<file path="src/rtl/gcd_sched.sv">
// Two-requester GCD engine: round-robin capture of an operand pair, then one
// subtract-and-compare step per clock until the pair converges.
module gcd_sched #(
    parameter int N = 8
) (
    input  logic         clk,
    input  logic         rst,
    input  logic [1:0]   req,
    input  logic [N-1:0] a0,
    input  logic [N-1:0] b0,
    input  logic [N-1:0] a1,
    input  logic [N-1:0] b1,
    output logic [1:0]   ack,
    output logic         busy,
    output logic         done,
    output logic         done_id,
    output logic [N-1:0] gcd,
    output logic         zero
);

    typedef enum logic [1:0] {
        IDLE = 2'd0,
        RUN  = 2'd1,
        DONE = 2'd2
    } state_t;

    state_t       state_reg, state_next;
    logic [N-1:0] a_reg, a_next;
    logic [N-1:0] b_reg, b_next;
    logic [N-1:0] gcd_reg, gcd_next;
    logic         id_reg, id_next;
    logic         last_reg, last_next;
    logic         done_reg, done_next;
    logic         done_id_reg, done_id_next;
    logic         zero_reg, zero_next;
    logic [1:0]   ack_reg, ack_next;

    logic         capture;
    logic         grant;
    logic         a_is_zero;
    logic         b_is_zero;
    logic         a_gt_b;

    // On contention the requester that did not win last time is served.
    assign capture = (state_reg == IDLE) && (req != 2'b00);
    assign grant   = (req == 2'b11) ? ~last_reg : req[1];

    generate
        for (genvar gi = 0; gi < 2; gi++) begin : g_ack
            assign ack_next[gi] = capture && (grant == 1'(gi));
        end
    endgenerate

    assign a_is_zero = (a_reg == '0);
    assign b_is_zero = (b_reg == '0);
    assign a_gt_b    = (a_reg > b_reg);

    always_comb begin
        state_next   = state_reg;
        a_next       = a_reg;
        b_next       = b_reg;
        gcd_next     = gcd_reg;
        id_next      = id_reg;
        last_next    = last_reg;
        done_next    = 1'b0;
        done_id_next = done_id_reg;
        zero_next    = zero_reg;

        case (state_reg)
            IDLE: begin
                if (capture) begin
                    a_next     = grant ? a1 : a0;
                    b_next     = grant ? b1 : b0;
                    id_next    = grant;
                    last_next  = grant;
                    state_next = RUN;
                end
            end
            RUN: begin
                if (a_is_zero || b_is_zero) begin
                    gcd_next     = a_reg | b_reg;
                    zero_next    = a_is_zero && b_is_zero;
                    done_next    = 1'b1;
                    done_id_next = id_reg;
                    state_next   = DONE;
                end else if (a_reg == b_reg) begin
                    gcd_next     = a_reg;
                    zero_next    = 1'b0;
                    done_next    = 1'b1;
                    done_id_next = id_reg;
                    state_next   = DONE;
                end else if (a_gt_b) begin
                    a_next = a_reg - b_reg;
                end else begin
                    b_next = b_reg - a_reg;
                end
            end
            DONE: begin
                // No capture here even with req high; IDLE is re-entered first.
                state_next = IDLE;
            end
            default: begin
                state_next = IDLE;
            end
        endcase
    end

    always_ff @(posedge clk or posedge rst) begin
        if (rst) begin
            state_reg   <= IDLE;
            a_reg       <= '0;
            b_reg       <= '0;
            gcd_reg     <= '0;
            id_reg      <= 1'b0;
            last_reg    <= 1'b1;
            done_reg    <= 1'b0;
            done_id_reg <= 1'b0;
            zero_reg    <= 1'b0;
            ack_reg     <= 2'b00;
        end else begin
            state_reg   <= state_next;
            a_reg       <= a_next;
            b_reg       <= b_next;
            gcd_reg     <= gcd_next;
            id_reg      <= id_next;
            last_reg    <= last_next;
            done_reg    <= done_next;
            done_id_reg <= done_id_next;
            zero_reg    <= zero_next;
            ack_reg     <= ack_next;
        end
    end

    assign ack     = ack_reg;
    assign busy    = (state_reg != IDLE);
    assign done    = done_reg;
    assign done_id = done_id_reg;
    assign gcd     = gcd_reg;
    assign zero    = zero_reg;

endmodule

</file>
<file path="config.mk">
export PLATFORM = sky130hd
export DESIGN_NAME = gcd_sched
export DESIGN_NICKNAME = d
export VERILOG_FILES = /design/src/rtl/gcd_sched.sv
export SDC_FILE = /design/constraint.sdc
export NUM_CORES = 1
export LEC_CHECK = 0
export BUFFER_PORTS_ARGS = -buffer_cell sky130_fd_sc_hd__buf_2
export CAP_MARGIN = 20
export CELL_PAD_IN_SITES_DETAIL_PLACEMENT = 1
export CELL_PAD_IN_SITES_GLOBAL_PLACEMENT = 1
export CORE_MARGIN = 2
export CORE_UTILIZATION = 43
export DETAILED_ROUTE_END_ITERATION = 8
export PLACE_DENSITY = 0.79
export SLEW_MARGIN = 5
export SYNTH_ARGS = -nofsm -noshare
export SYNTH_HDL_FRONTEND = slang
export SYNTH_SLANG_ARGS = --single-unit
</file>
<file path="constraint.sdc">
create_clock -name clk -period 2.6 [get_ports clk]
set_input_delay 0.13 -clock clk [delete_from_list [all_inputs] [get_ports clk]]
set_output_delay 0.13 -clock clk [all_outputs]
set_load 0.02 [all_outputs]
</file>
==> results of run 1 <==
==> routing by layer <==
layer | wire length [µm] | vias up | GRT usage, %
met5 | 0 | - | 0
met4 | 141 | 0 | 6.667
met3 | 301 | 12 | 4.674
met2 | 3610 | 53 | 40.48
met1 | 3519 | 1117 | 32.52
li1 | - | 1082 | -
==> layout by cell type (no fill, tap or decap), types with 5 or more instances in the layout <==
| master | count |
|---|---|
| a211o_1 | 5 |
| dfrtp_1 | 32 |
| a211oi_1 | 11 |
| nand2_1 | 8 |
| nor2_1 | 17 |
| mux2i_1 | 22 |
| nor3_1 | 11 |
| inv_1 | 28 |
| buf_2 | 49 |
| a21oi_1 | 14 |
| buf_4 | 18 |
| ha_1 | 21 |
| a21o_1 | 8 |
| clkbuf_8 | 5 |
| xnor2_1 | 6 |
| nor2b_1 | 8 |
==> worst paths after layout <==
path,endpoint,from,cells past startpoint
worst min register to register,id_reg,id_reg,1
min in group asynchronous,gcd[1],rst,4
worst max-delay path,b_reg[0],a_reg[2],7
max in group asynchronous,last_reg,rst,4
worst max register to register,b_reg[0],a_reg[2],7
worst min-delay path,last_reg,req[0],2
==> logic make-up (layout without fill, tap and decap cells) <==
| kind of cell | Yosys count | after routing | share of synthesized area (%) |
|---|---|---|---|
| XOR/XNOR | 8 | 8 | 2.662 |
| AO/OA/AOI/OAI | 68 | 68 | 21.01 |
| adder cells (fa/ha/maj) | 25 | 25 | 12.45 |
| buffers and inverters | 42 | 104 | 7.604 |
| AND/OR/NAND/NOR | 64 | 64 | 12.93 |
| multiplexers | 29 | 29 | 11.93 |
| flip-flops | 33 | 33 | 31.42 |
==> final cells by class <==
type	instances	area, µm²	share of cell area (%)
Clock inverter	2	10.01	0.3197
Clock buffer	6	72.57	2.318
Sequential cell	33	827.0	26.42
Multi-Input combinational cell	194	1632	52.12
Tap cell	75	93.84	2.998
Timing Repair Buffer	68	390.4	12.47
Inverter	28	105.1	3.357
==> through the flow <==
step	hold slack (ns)	cells	instance area, µm²	util, %
6_report	0.02203	406	3131	52.87
5_1_grt	0.03167	406	3131	52.87
4_1_cts	0.01433	406	3108	52.49
3_5_place_dp	0.2569	397	3015	50.93
3_3_place_gp	0.2425	397	3015	50.93
2_1_floorplan	0.1929	269	2633	-
==> synthesized netlist by cell type (all sizes together), types with 3 or more instances <==
library cell,n
a21o,9
clkbuf,4
buf,10
nor4,6
a2111oi,3
inv,28
a21oi,14
nor2b,8
xnor2,6
nor2,18
a211oi,11
dfrtp,32
nor3,12
mux2i,22
o31ai,4
o21ai,4
ha,23
a211o,5
a221oi,3
mux2,7
nand2,8
and2,4
==> worst reg2reg max path: cells and delay by family, from the launching register on <==
| kind | cells | cell delay, ns |
|---|---|---|
| buffers and inverters | 1 | 0.11 |
| AOI/OAI and AO/OA | 3 | 0.69 |
| DFF | 1 | 0.42 |
| and+or+nand+nor | 1 | 0.41 |
| muxes | 1 | 0.34 |
| adders and majority gates | 1 | 0.40 |
==> timing repair <==
action,4_1_cts,5_1_grt
endpoints found under the hold margin,32,0
hold buffers,1,0
setup endpoints to repair,0,8
resized for setup,0,5
buffers inserted,0,0
==> results_dict.tcl, run 1 <==
set metrics [dict create \
    grt_use_total_pct 24.46 \
    clkLatencyLatePin_ns 0.29 \
    cts_buffers 5 \
    path_buf_inv 1 \
    ys_warn_count 0 \
    grt_pass1_wl_mm 12.12 \
    rrSetupSlack_ns 0.13 \
    fin_skew_ns 0.004272 \
    cp.arrival_ns 2.64 \
    grt_max_degree 34 \
    slew_headroom_pct 63.32 \
    cpLargestDelayFamily "compound AO/OA/AOI/OAI gates" \
    clkTransAtPathRegs_ns 0.07 \
    drtAntennaViolNets 0 \
    ys_async_sr_fraction_pct 100.0 \
    wire_per_inst_um 18.65 \
    outcome "completed" \
    core-area_um2 5921 \
    dieHeight_um 82.25 \
    synth.avg_cell_area_um2 9.786 \
    synthTopCellsByArea "dfrtp_1 30%, ha_1 11%, mux2i_1 8.4%, inv_1 4.0%, a211oi_1 3.1%" \
    cp_max_fo 8 \
    fill_cells 696 \
    drc 0 \
    row_count 28 \
    post-place-ws_ns 0.05100 \
    drtIter0Drc 78 \
    mappedNetlistNets 330 \
    max_stage_delay_ns 0.42 \
    die_width_um 82.25 \
    synth.distinct_cells 51 \
    synthFlopType "dfrtp_1" \
    worst_slew_pin_slew_ns 0.5363 \
    crit_type "flop to flop" \
    synth_cells 269 \
    grt_overflow 0 \
    fin_setup_tns_ns 0 \
    cts_tree "yes" \
    gp_congestion 0.8880 \
    fin_nets 391 \
    cts_max_level 2 \
    clkSinkCount 33 \
    dieArea_um2 6764 \
    ys_seq_elements 33 \
    worstSetupStartpointType "flop" \
    synth-edff-count 0 \
    num_io_pins 50 \
    drtPass1Iterations 4 \
    clk_path_buf_depth 2 \
    yosysTopAreaCell "dfrtp_1" \
    wirelength_mm 7.572 \
    slowest_stage "dfrtp_1" \
    yosysSeqAreaShare_pct 31.42 \
    layout_min_cycle_time_ns 2.471 \
    via_per_inst 5.576 \
    root_buffer "clkbuf_8" \
    setup_viol 0 \
    netlist_area_um2 2633 \
    syn_to_final_growth_pct 18.92 \
    antenna_found_initial 0 \
    vias 2264 \
    rsz0062_at_grt "no" \
    critPathRequiredTime_ns 2.77 \
    layout_worst_path_cycle_share_pct 95.03 \
    hpwl_mm 6.122 \
    slew_violations 0 \
    fin_ws_ns 0.1291 \
    finalHoldViolations 0 \
    path_cells "inv_1, ha_1, nor4_2, a21o_2, a21oi_1, a21boi_4, mux2_4" \
    critPathCaptureType "flop" \
    start_util_pct 44.46 \
    maxCapViolCount 0 \
    port-buffer-count 49 \
    min_path_type "input pin to flop" \
    yosysTopAreaCellShare_pct 30.42 \
    drive_gt1_share_pct 29.31 \
    antenna_cells 0 \
    grt_pass1_vias 2329 \
    fmax_mhz 404.7 \
]
Power of run 1 is left out: the tool's default activity adds up to more than one toggle a clock period on the data nets, which glitch-free logic cannot reach.
==> inputs of run 2 (changes only) <==
- BUFFER_PORTS_ARGS: -buffer_cell sky130_fd_sc_hd__buf_2 -> unset
- CELL_PAD_IN_SITES_DETAIL_PLACEMENT: 1 -> unset
- CELL_PAD_IN_SITES_GLOBAL_PLACEMENT: 1 -> unset
- CORE_UTILIZATION: 43 -> 55
- DONT_BUFFER_PORTS: unset -> 1
- PLACE_DENSITY: 0.79 -> 0.68
==> run 2 against run 1 <==
Against the previous run:
- worst hold slack better by 0.080 ns
- first-iteration DRC count grew 26%
- setup slack improved by 0.065 ns
- sequential share of layout area is 2.4 points higher
- highest routed layer unchanged
==> results_dict.tcl, run 2 (synthesis results as in run 1) <==
set metrics [dict create \
    fin_setup_tns_ns 0 \
    slew_headroom_pct 44.81 \
    drtAntennaViolNets 0 \
    gp_congestion 0.9922 \
    die_width_um 73.19 \
    regToRegStartpoint "a_reg[3]" \
    critical_path.startpoint "a_reg[3]" \
    grt_pass1_wl_mm 9.901 \
    via_per_inst 5.964 \
    fin_nets 343 \
    dieArea_um2 5356 \
    regArea_um2 827.0 \
    wire_per_inst_um 18.29 \
    multiInputGateArea_um2 1618 \
    hold_path_startpoint "req[1]" \
    layout_worst_path_cycle_share_pct 92.53 \
    maxCapViolCount 0 \
    final_common_cell "dfrtp_1" \
    clk_path_buf_depth 2 \
    syn_to_final_growth_pct 9.030 \
    row_count 25 \
    antenna_cells 0 \
    drc 0 \
    critPathRequiredTime_ns 2.77 \
    clkLatencyLatePin_ns 0.29 \
    final_cell_mix "32 x dfrtp_1, 28 x inv_1, 23 x ha_1, 22 x mux2i_1, 18 x nor2_1" \
    vias 2010 \
    drtPass1Iterations 5 \
    crit_type "flop to flop" \
    cp.arrival_ns 2.58 \
    layout_min_cycle_time_ns 2.406 \
    hpwl_mm 4.836 \
    hold_depth 2 \
    cts_buffers 5 \
    clkSinkCount 33 \
    core-area_um2 4661 \
    cts_tree "yes" \
    slew_violations 0 \
    drive_gt1_share_pct 15.19 \
    grt_use_total_pct 24.63 \
    grt_overflow 0 \
    start_util_pct 56.48 \
    dieHeight_um 73.19 \
    grt_max_degree 21 \
    root_buffer "clkbuf_8" \
    critPathCaptureType "flop" \
    finalHoldViolations 0 \
    wirelength_mm 6.165 \
    rsz0062_at_grt "no" \
    ff2ff_path_depth 8 \
    outcome "completed" \
    cp_max_fo 9 \
    fmax_mhz 415.7 \
    worst_slew_pin_slew_ns 0.8192 \
    grt_pass1_vias 1984 \
    worstSetupStartpointType "flop" \
    clkTransAtPathRegs_ns 0.07 \
    setup_viol 0 \
    port-buffer-count 0 \
    min_path_type "input pin to flop" \
    fill_cells 394 \
    drtIter0Drc 98 \
    num_io_pins 50 \
    antenna_found_initial 0 \
    fin_skew_ns 0.009869 \
    cts_max_level 2 \
]
## run 2: changes by cell type in the layout (fill, tap and decap cells not counted), moves of 2 or more
cell and delta:
ha_2 -2, buf_2 -49, ha_1 +2, dlygate4sd3_1 +2
buf_4 -2
## run 2: area by class of cell
| type | count | area share [%] |
|---|---|---|
| Clock inverter | 2 | 0.3487 |
| Sequential cell | 33 | 28.81 |
| Tap cell | 54 | 2.354 |
| Inverter | 28 | 3.662 |
| Clock buffer | 6 | 2.528 |
| Timing Repair Buffer | 20 | 5.929 |
| Multi-Input combinational cell | 194 | 56.36 |
## run 2: timing repair
item                                   in CTS  in global routing
endpoints found under the hold margin      19                  0
hold buffers                                3                  0
gates resized for setup                     0                  1
buffers inserted                            0                  1
setup endpoints to repair                   0                  3
## run 2: final timing paths
path	end	slack, ns
hold / removal	ack[0]	0.10
min in group asynchronous	a_reg[1]	0.37
setup / recovery	b_reg[0]	0.19
max in group asynchronous	last_reg	1.48
setup reg to reg	b_reg[0]	0.19
hold reg to reg	id_reg	0.48
## run 2: per-stage QoR
stage               std cells  cell area (µm²)  utilization (%)  setup slack, ns  hold WS [ns]
floorplan                 269             2633                -           0.3440        0.1929
global placement          325             2729            58.55           0.2127        0.1447
detailed placement        325             2729            58.55           0.1353        0.1421
CTS                       336             2841            60.97           0.1281       0.09486
global route              337             2870            61.58          0.04561        0.1167
finish                    337             2870            61.58           0.1942        0.1018
## run 2: critical path, stage by stage (launching register included)
cell and delay (ns):
dfrtp_1 0.40, inv_1 0.09, ha_1 0.52, nor4_4 0.08, a21o_2 0.24, o31ai_4 0.26, a21boi_4 0.25, buf_12 0.15
mux2_4 0.29
## run 2: per-layer routing
metal	GRT usage, %	vias to the layer above	routed length [µm]
met2	37.74	55	2814
met1	34.56	959	2920
met5	0	-	0
met3	5.110	9	329
met4	7.819	0	100
li1	-	987	-
Power of run 2 is left out for the same reason.
==> inputs of run 3 (changes only) <==
- ABC_AREA: unset -> 1
==> run 3 against run 2 <==
Against the previous run:
- register-to-register slack improved by 0.26 ns
- via count grew 16%
- clock-buffer cell count did not move
- highest routed layer unchanged
- setup slack better by 0.26 ns
- cell count increased by 31%
- clock skew shrank 0.0023 ns
==> results_dict.tcl, run 3 <==
set metrics [dict create \
    finalHoldViolations 0 \
    mappedNetlistNets 442 \
    outcome "completed" \
    grt_pass1_wl_mm 10.24 \
    grt_pass1_vias 2180 \
    synthXorXnorAreaFrac_pct 0.6676 \
    fin_setup_tns_ns 0 \
    path_cells "inv_1, fa_1, inv_1, nand2_1, nand2_1, nand3_1, nand2_1, nand2_1, nand2_1, nand2_4, inv_2, nand2_1, nand2_1" \
    critPathMostFrequentCell "nand2_1" \
    ys_async_sr_fraction_pct 100.0 \
    fin_skew_ns 0.007522 \
    cts_setup_buffers 0 \
    yosysTopAreaCellShare_pct 30.52 \
    core-area_um2 4661 \
    cts_max_level 2 \
    synth.distinct_cells 33 \
    yosysMostFrequentCell "nand2_1" \
    synthFlopType "dfrtp_1" \
    drtAntennaViolNets 0 \
    grt_use_total_pct 25.02 \
    drtPass1Iterations 4 \
    fin_nets 447 \
    dieArea_um2 5339 \
    synth_cells 381 \
    ys_top_cells_by_count "140 x nand2_1, 42 x nor2_1, 37 x inv_1" \
    clkLatencyLatePin_ns 0.29 \
    top_layer "met4" \
    layout_worst_path_cycle_share_pct 82.51 \
    dieHeight_um 73.07 \
    root_buffer "clkbuf_8" \
    yosysSeqAreaShare_pct 31.52 \
    final_common_cell "nand2_1" \
    via_per_inst 5.281 \
    final_cell_mix "140 x nand2_1, 42 x nor2_1, 37 x inv_1, 32 x dfrtp_1, 29 x o21ai_0" \
    gp_congestion 0.9152 \
    met3WireLength_um 369 \
    routed-wl-met2_mm 2.833 \
    slowest_stage "dfrtp_1" \
    syn_to_final_growth_pct 5.627 \
    grt_overflow 0 \
    worstSetupStartpointType "flop" \
    row_count 25 \
    cts_buffers 5 \
    grt_max_degree 34 \
    port-buffer-count 0 \
    drive_gt1_share_pct 10.08 \
    antenna_cells 0 \
    synthTopCellsByArea "dfrtp_1 31%, nand2_1 20%, ha_1 11%, nor2_1 6.0%, o21ai_0 5.5%" \
    cts_resized 0 \
    cpLargestDelayFamily "simple AND/OR/NAND/NOR gates" \
    clkTransAtPathRegs_ns 0.07 \
    yosys.area_share.adder_pct 12.49 \
    synth_compound_area_share_pct 10.73 \
    fmax_mhz 466.1 \
    vias 2329 \
    setup_viol 0 \
    cp_max_fo 11 \
    yosysTopAreaCell "dfrtp_1" \
    worst_slew_pin_slew_ns 0.6754 \
    critPathCaptureType "flop" \
    synth_mux_area_share_pct 0 \
    min_path_type "input pin to flop" \
    num_io_pins 50 \
    ys_warn_count 0 \
    hpwl_mm 4.763 \
    maxCapViolCount 0 \
    ys_seq_elements 33 \
    layout_min_cycle_time_ns 2.145 \
    die_width_um 73.07 \
    slew_headroom_pct 54.50 \
    rsz0062_at_grt "no" \
    synth.avg_cell_area_um2 6.887 \
    start_util_pct 56.30 \
    max_stage_delay_ns 0.51 \
    netlist_area_um2 2624 \
    wl_met1_mm 2.884 \
    drtIter0Drc 139 \
    cts_tree "yes" \
    slew_violations 0 \
    path_buf_inv 3 \
    cts_hold_buf 1 \
    crit_type "flop to flop" \
    clkSinkCount 33 \
    wire_per_inst_um 14.09 \
    antenna_found_initial 0 \
    synth-edff-count 0 \
    synth_top_family_by_area "simple AND/OR/NAND/NOR gates" \
    drc 0 \
    critPathRequiredTime_ns 2.83 \
    cp.arrival_ns 2.37 \
    clk_path_buf_depth 2 \
    synth-simple-area-share_pct 35.86 \
    wirelength_mm 6.213 \
]
-- run 3: cell types whose count changed in the layout (fill, tap and decap cells not counted), moves of 11 or more --
cell,before,now
nand2_1,8,140
nor3_1,11,0
mux2i_1,22,0
nor2_1,18,42
a211oi_1,11,0
buf_4,16,5
nand3_1,1,17
o21ai_0,4,29
-- run 3: cell families after synthesis --
kind of cell / Yosys count
adders and majority gates: 25
and+or+nand+nor: 215
DFF: 33
AOI/OAI and AO/OA: 51
buffers and inverters: 55
xor gates and xnor gates: 2
-- run 3: area by class of cell --
cell class / instances / area, µm²
fillers: 437 / 1889
inverters: 47 / 178.9
flip-flops and latches: 33 / 827.0
clock buffers: 6 / 72.57
repair buffers: 6 / 47.55
multi-input cells: 293 / 1568
clock inverters: 2 / 10.01
well taps: 54 / 67.56
-- run 3: path summary, 6_finish.rpt --
check / slack, ns / to / cells past startpoint / start
max: 0.45 / a_reg[7] / 13 / a_reg[1]
min: 0.09 / b_reg[4] / 4 / b1[4]
max reg2reg: 0.45 / a_reg[7] / 13 / a_reg[1]
min reg2reg: 0.47 / last_reg / 2 / last_reg
max in group asynchronous: 1.89 / last_reg / 3 / rst
min in group asynchronous: 0.37 / state_reg[0] / 3 / rst
-- run 3: through the flow --
| step | hold WS, ns | worst slack (ns) | util (%) | instance area [µm²] | std cells |
|---|---|---|---|---|---|
| 6_report | 0.08735 | 0.4547 | 59.46 | 2771 | 441 |
| 4_1_cts | 0.09703 | 0.4600 | 59.46 | 2771 | 441 |
| 3_5_place_dp | 0.1432 | 0.4782 | 57.48 | 2679 | 432 |
| 3_3_place_gp | 0.1445 | 0.4893 | 57.48 | 2679 | 432 |
| 5_1_grt | 0.1228 | 0.2382 | 59.46 | 2771 | 441 |
| 2_1_floorplan | 0.2582 | 0.6809 | - | 2624 | 381 |
-- run 3: metal layers --
layer	GRT usage [%]	up-vias
li1	-	1195
met1	33.48	1054
met4	8.025	0
met2	40.54	69
met3	4.834	11
met5	0	-
-- run 3: tightest hold or removal path: stages --
cell and delay [ns]:
o21ai_0 0.06, nand2_1 0.07, nand2_1 0.05, nand2_1 0.04
Power of run 3 is left out for the same reason.
